`src/rtl/regfile_scoreboard.sv`:
```
// rtl/regfile_scoreboard.sv - parametrised register file with post-reset clear sequencer and pending-write scoreboard
// Optional write-through bypass on the read ports: define REGFILE_BYPASS_EN.
module regfile_scoreboard #(
    parameter int DATA_W   = 32,
    parameter int ADDR_W   = 5,
    parameter int ZERO_REG = 1
) (
    input  logic              clk,
    input  logic              reset,
    output logic              ready,
    input  logic              write,
    input  logic [ADDR_W-1:0] wrAddr,
    input  logic [DATA_W-1:0] wrData,
    input  logic [ADDR_W-1:0] rdAddrA,
    output logic [DATA_W-1:0] rdDataA,
    input  logic [ADDR_W-1:0] rdAddrB,
    output logic [DATA_W-1:0] rdDataB,
    input  logic              rsvValid,
    input  logic [ADDR_W-1:0] rsvAddr,
    output logic              busyA,
    output logic              busyB,
    output logic [ADDR_W:0]   pendingCount
);

    localparam int NUM_REGS = 2 ** ADDR_W;

    typedef enum logic {
        ST_CLEAR,
        ST_RUN
    } state_t;

    state_t              state;
    state_t              state_next;
    logic [ADDR_W-1:0]   clr_ptr;
    logic [DATA_W-1:0]   regs [NUM_REGS];
    logic [NUM_REGS-1:0] pending;
    logic [NUM_REGS-1:0] pending_next;
    logic [ADDR_W:0]     count_next;
    logic                run;
    logic                wr_ok;
    logic                rsv_ok;
    logic                rd_ok_a;
    logic                rd_ok_b;
    logic                bypass_a;
    logic                bypass_b;

    assign run     = (state == ST_RUN);
    assign ready   = run;
    assign wr_ok   = (ZERO_REG == 0) || (wrAddr != '0);
    assign rsv_ok  = (ZERO_REG == 0) || (rsvAddr != '0);
    assign rd_ok_a = (ZERO_REG == 0) || (rdAddrA != '0);
    assign rd_ok_b = (ZERO_REG == 0) || (rdAddrB != '0);

    always_ff @(posedge clk) begin
        if (reset) begin
            state <= ST_CLEAR;
        end else begin
            state <= state_next;
        end
    end

    // Leave CLEAR on the same edge that zeroes the last register.
    always_comb begin
        state_next = state;
        if ((state == ST_CLEAR) && (&clr_ptr)) begin
            state_next = ST_RUN;
        end
    end

    always_ff @(posedge clk) begin
        if (reset) begin
            clr_ptr <= '0;
        end else if (!run) begin
            clr_ptr <= clr_ptr + 1'b1;
        end
    end

    always_ff @(posedge clk) begin
        if (!reset) begin
            if (!run) begin
                regs[clr_ptr] <= '0;
            end else if (write && wr_ok) begin
                regs[wrAddr] <= wrData;
            end
        end
    end

    // Reserve is applied after the write so a same-cycle new producer keeps the bit set.
    always_comb begin
        pending_next = pending;
        if (run) begin
            if (write && wr_ok) begin
                pending_next[wrAddr] = 1'b0;
            end
            if (rsvValid && rsv_ok) begin
                pending_next[rsvAddr] = 1'b1;
            end
        end
    end

    always_comb begin
        count_next = '0;
        for (int i = 0; i < NUM_REGS; i++) begin
            count_next = count_next + (ADDR_W+1)'(pending_next[i]);
        end
    end

    always_ff @(posedge clk) begin
        if (reset) begin
            pending      <= '0;
            pendingCount <= '0;
        end else begin
            pending      <= pending_next;
            pendingCount <= count_next;
        end
    end

`ifdef REGFILE_BYPASS_EN
    assign bypass_a = run && write && wr_ok && (wrAddr == rdAddrA);
    assign bypass_b = run && write && wr_ok && (wrAddr == rdAddrB);
`else
    assign bypass_a = 1'b0;
    assign bypass_b = 1'b0;
`endif

    assign rdDataA = (!run || !rd_ok_a) ? '0 : (bypass_a ? wrData : regs[rdAddrA]);
    assign rdDataB = (!run || !rd_ok_b) ? '0 : (bypass_b ? wrData : regs[rdAddrB]);
    assign busyA   = run && pending[rdAddrA] && !bypass_a;
    assign busyB   = run && pending[rdAddrB] && !bypass_b;

endmodule

```
`config.mk`:
```
export PLATFORM = sky130hd
export DESIGN_NAME = regfile_scoreboard
export DESIGN_NICKNAME = d
export VERILOG_FILES = /design/src/rtl/regfile_scoreboard.sv
export SDC_FILE = /design/constraint.sdc
export NUM_CORES = 1
export LEC_CHECK = 0
export BUFFER_PORTS_ARGS = -buffer_cell sky130_fd_sc_hd__buf_4
export CORE_ASPECT_RATIO = 1.1
export CORE_MARGIN = 4
export CORE_UTILIZATION = 32
export DETAILED_ROUTE_END_ITERATION = 12
export PLACE_DENSITY = 0.53
export SKIP_LAST_GASP = 1
export SYNTH_ARGS = -nofsm -noshare
export SYNTH_HDL_FRONTEND = slang
export SYNTH_SLANG_ARGS = --single-unit
```
`constraint.sdc`:
```
create_clock -name clk -period 17.5 [get_ports clk]
set_input_delay 0 -clock clk [delete_from_list [all_inputs] [get_ports clk]]
set_output_delay 0 -clock clk [all_outputs]
set_load 0.05 [all_outputs]
```
==> results_dict.tcl <==
set metrics [dict create \
    status "finished, final reports clean" \
    portBuffers 128 \
    place_hpwl_um 93700 \
    critPathArrivalTime_ns 7.29 \
    multi_input_area_mm2 0.0184 \
    grt_pass1_wl_um 233000 \
    path_cells "and4_1, dlygate4sd3_1, nand2_1, a22oi_1, fa_1, fa_1, fa_1, fa_1, fa_1, fa_1, inv_1, ha_1, fa_1, a21o_1, a21oi_1, xor2_1, nor2_1" \
    numCtsBuffers 114 \
    met3_usage 0.0312 \
    synth-edff-count 1024 \
    synth_cell_types 66 \
    crit_path_frequent_cell "fa_1" \
    drive_gt1_frac 0.325 \
    clock_skew_ns 0.0242 \
    fin_setup_tns_ns 0 \
    die_h_um 428 \
    grtUsageMet2 0.326 \
    syn_area_mm2 0.0512 \
    rsz0062_at_grt "false" \
    ys_seq_area_frac 0.617 \
    grt_overflow 0 \
    coreArea_mm2 0.159 \
    ir_worst_vdd_mv 0.0775 \
    routed_wl_um 166000 \
    syn_inst 2712 \
    critPathSlowestCell "dfxtp_1" \
    antenna_found_initial 7 \
    max_slew_margin 0.149 \
    synth.top_cell.area_share 0.600 \
    drc_errors 0 \
    fin_ws_ns 10.81 \
    clkSlewWorstSetupHoldPaths_ns 0.06 \
    syn-num-nets 2801 \
    use_met1 0.268 \
    ctsResizeCount 0 \
    required_ns 18.10 \
    timing.fmax_ghz 0.149 \
    cts_root_buf "clkbuf_16" \
    cts.sinks 1068 \
    clock_path_buffers 3 \
    drtIter0Drc 3149 \
    final_common_cell "edfxtp_1" \
    holdCritPathClass "in -> reg" \
    antenna_left 0 \
    seq_area_mm2 0.0316 \
    dr.pass1.iters 5 \
    ys_ff_latch 1068 \
    cp-start-kind "flip-flop" \
    clock_latency_ns 0.72 \
    grt_pass1_vias 31042 \
    end_kind "flip-flop" \
    cap_violations 0 \
    vias 29458 \
    final.period_utilization 0.382 \
    gp_congestion 0.786 \
    die_x_um 390 \
    async_reset_ff_frac 0 \
    power_density_mw_per_mm2 95.2 \
    cts_tree "done" \
    synth_area_per_cell_um2 18.9 \
    initial_core_util 0.323 \
    criticalPathCategory "reg -> reg" \
    worstMarginPinSlew_ns 1.28 \
    report.final.hold_viol_count 0 \
    period_minus_slack_ns 6.69 \
    path_max_fanout 15 \
    track_usage 0.197 \
    cpPeakStageDelay_ns 0.68 \
    r2r_slack_ns 10.81 \
    top_usage_layer "met2" \
    maxSlewViolCount 0 \
    area_growth_pct 14.1 \
    die_area_mm2 0.167 \
    grt_max_degree 106 \
    num-fill-cells 14410 \
    io_pins 129 \
    power.leakage_nw 17.1 \
    dp_slack_ns 11.36 \
    synthTopCellsByArea "edfxtp_1, mux4_2, mux2i_1, dfxtp_1, fa_1" \
    ys_warn_count 0 \
    vias_per_cell 5.85 \
    num_rows 153 \
    wl_per_cell_um 33.0 \
    final-setup-viol-count 0 \
    yosys_most_used_dff "edfxtp_1" \
    num-nets-final 2931 \
    yosys.area.top_type "edfxtp_1" \
    final_cell_mix "edfxtp_1, mux4_2, mux2i_1" \
    htree_levels 3 \
]
[cell type report]
type                       instances  area share
sequential                      1068       0.541
multi-input combinational       1397       0.315
clock buffer                     132      0.0507
tap                             2092      0.0448
timing repair buffer             231      0.0321
clock inverter                    81      0.0146
inverter                          30     0.00193
antenna                            1   0.0000428
[Yosys cell counts (all sizes together) (16+ instances only)]
cell type  number
edfxtp       1024
mux4          485
mux2i         225
buf           163
nand2          62
and2           54
clkbuf         54
a21oi          47
dfxtp          44
a22oi          43
nor3           42
nor2           39
o22ai          39
mux2           34
a22o           32
inv            30
nor2b          28
o31ai          28
nand3          26
fa             24
o221ai         23
o22a           23
o21ai          16
[sequential cells by signal, summed over array words and instances, names as in the netlist]
register / flops
pending: 32
ready: 1
pendingCount: 6
clr_ptr: 5
regs: 1024
[per-stage QoR]
stage / utilization / cell area, µm² / power [mW] / instances / hold WS, ns
2_1_floorplan: - / 51200 / 3.05 / 2712 / 0.228
3_3_place_gp: 0.343 / 54400 / 3.13 / 4790 / 0.436
3_5_place_dp: 0.343 / 54400 / 3.14 / 4790 / 0.423
4_1_cts: 0.368 / 58500 / 5.61 / 5031 / 0.117
5_1_grt: 0.368 / 58500 / 5.73 / 5031 / 0.217
6_report: 0.368 / 58500 / 5.57 / 5032 / 0.156
[worst paths after layout]
kind,startpoint,end,depth (start not counted)
hold reg to reg,pending[17]$_SDFF_PP0_,pending[17]$_SDFF_PP0_,2
hold / removal,wrData[9],regs[30][9]$_DFFE_PP_,2
setup reg to reg,ready$_SDFFE_PP0P_,pendingCount[4]$_SDFF_PP0_,17
setup / recovery,ready$_SDFFE_PP0P_,pendingCount[4]$_SDFF_PP0_,17
[kinds of logic after synthesis]
family / count (synthesis) / synth area share
AND/OR/NAND/NOR: 305 / 0.0330
multiplexers: 744 / 0.265
XOR/XNOR: 6 / 0.00103
flip-flops: 1068 / 0.617
AO/OA/AOI/OAI: 309 / 0.0448
buffers and inverters: 247 / 0.0276
adder cells (fa/ha/maj): 33 / 0.0116
[power breakdown]
group          switching (mW)  internal [mW]
combinational           0.173          0.126
clock                    1.03           1.45
sequential            0.00838           2.78
total                    1.22           4.35
[critical path: cells and delay by family, from the launching register on]
kind | cells | cell delay, ns
adder cells (fa/ha/maj) | 8 | 3.81
buffers and inverters | 2 | 0.70
flip-flops | 1 | 0.68
AO/OA/AOI/OAI | 3 | 0.65
AND/OR/NAND/NOR | 3 | 0.52
XOR/XNOR | 1 | 0.18
[per-layer routing]
metal  share of wire  vias up
met4           0.027        2
met1            0.42    16047
li1                -    11825
met3           0.070      260
met2            0.49     1324
met5        0.000078        -
[repair_timing]
| action | CTS | global route |
|---|---|---|
| endpoints found under the hold margin | 43 | 0 |
| hold buffers | 28 | 0 |
| setup buffers | 0 | 0 |
No activity file was read; power rests on OpenSTA's default activity.
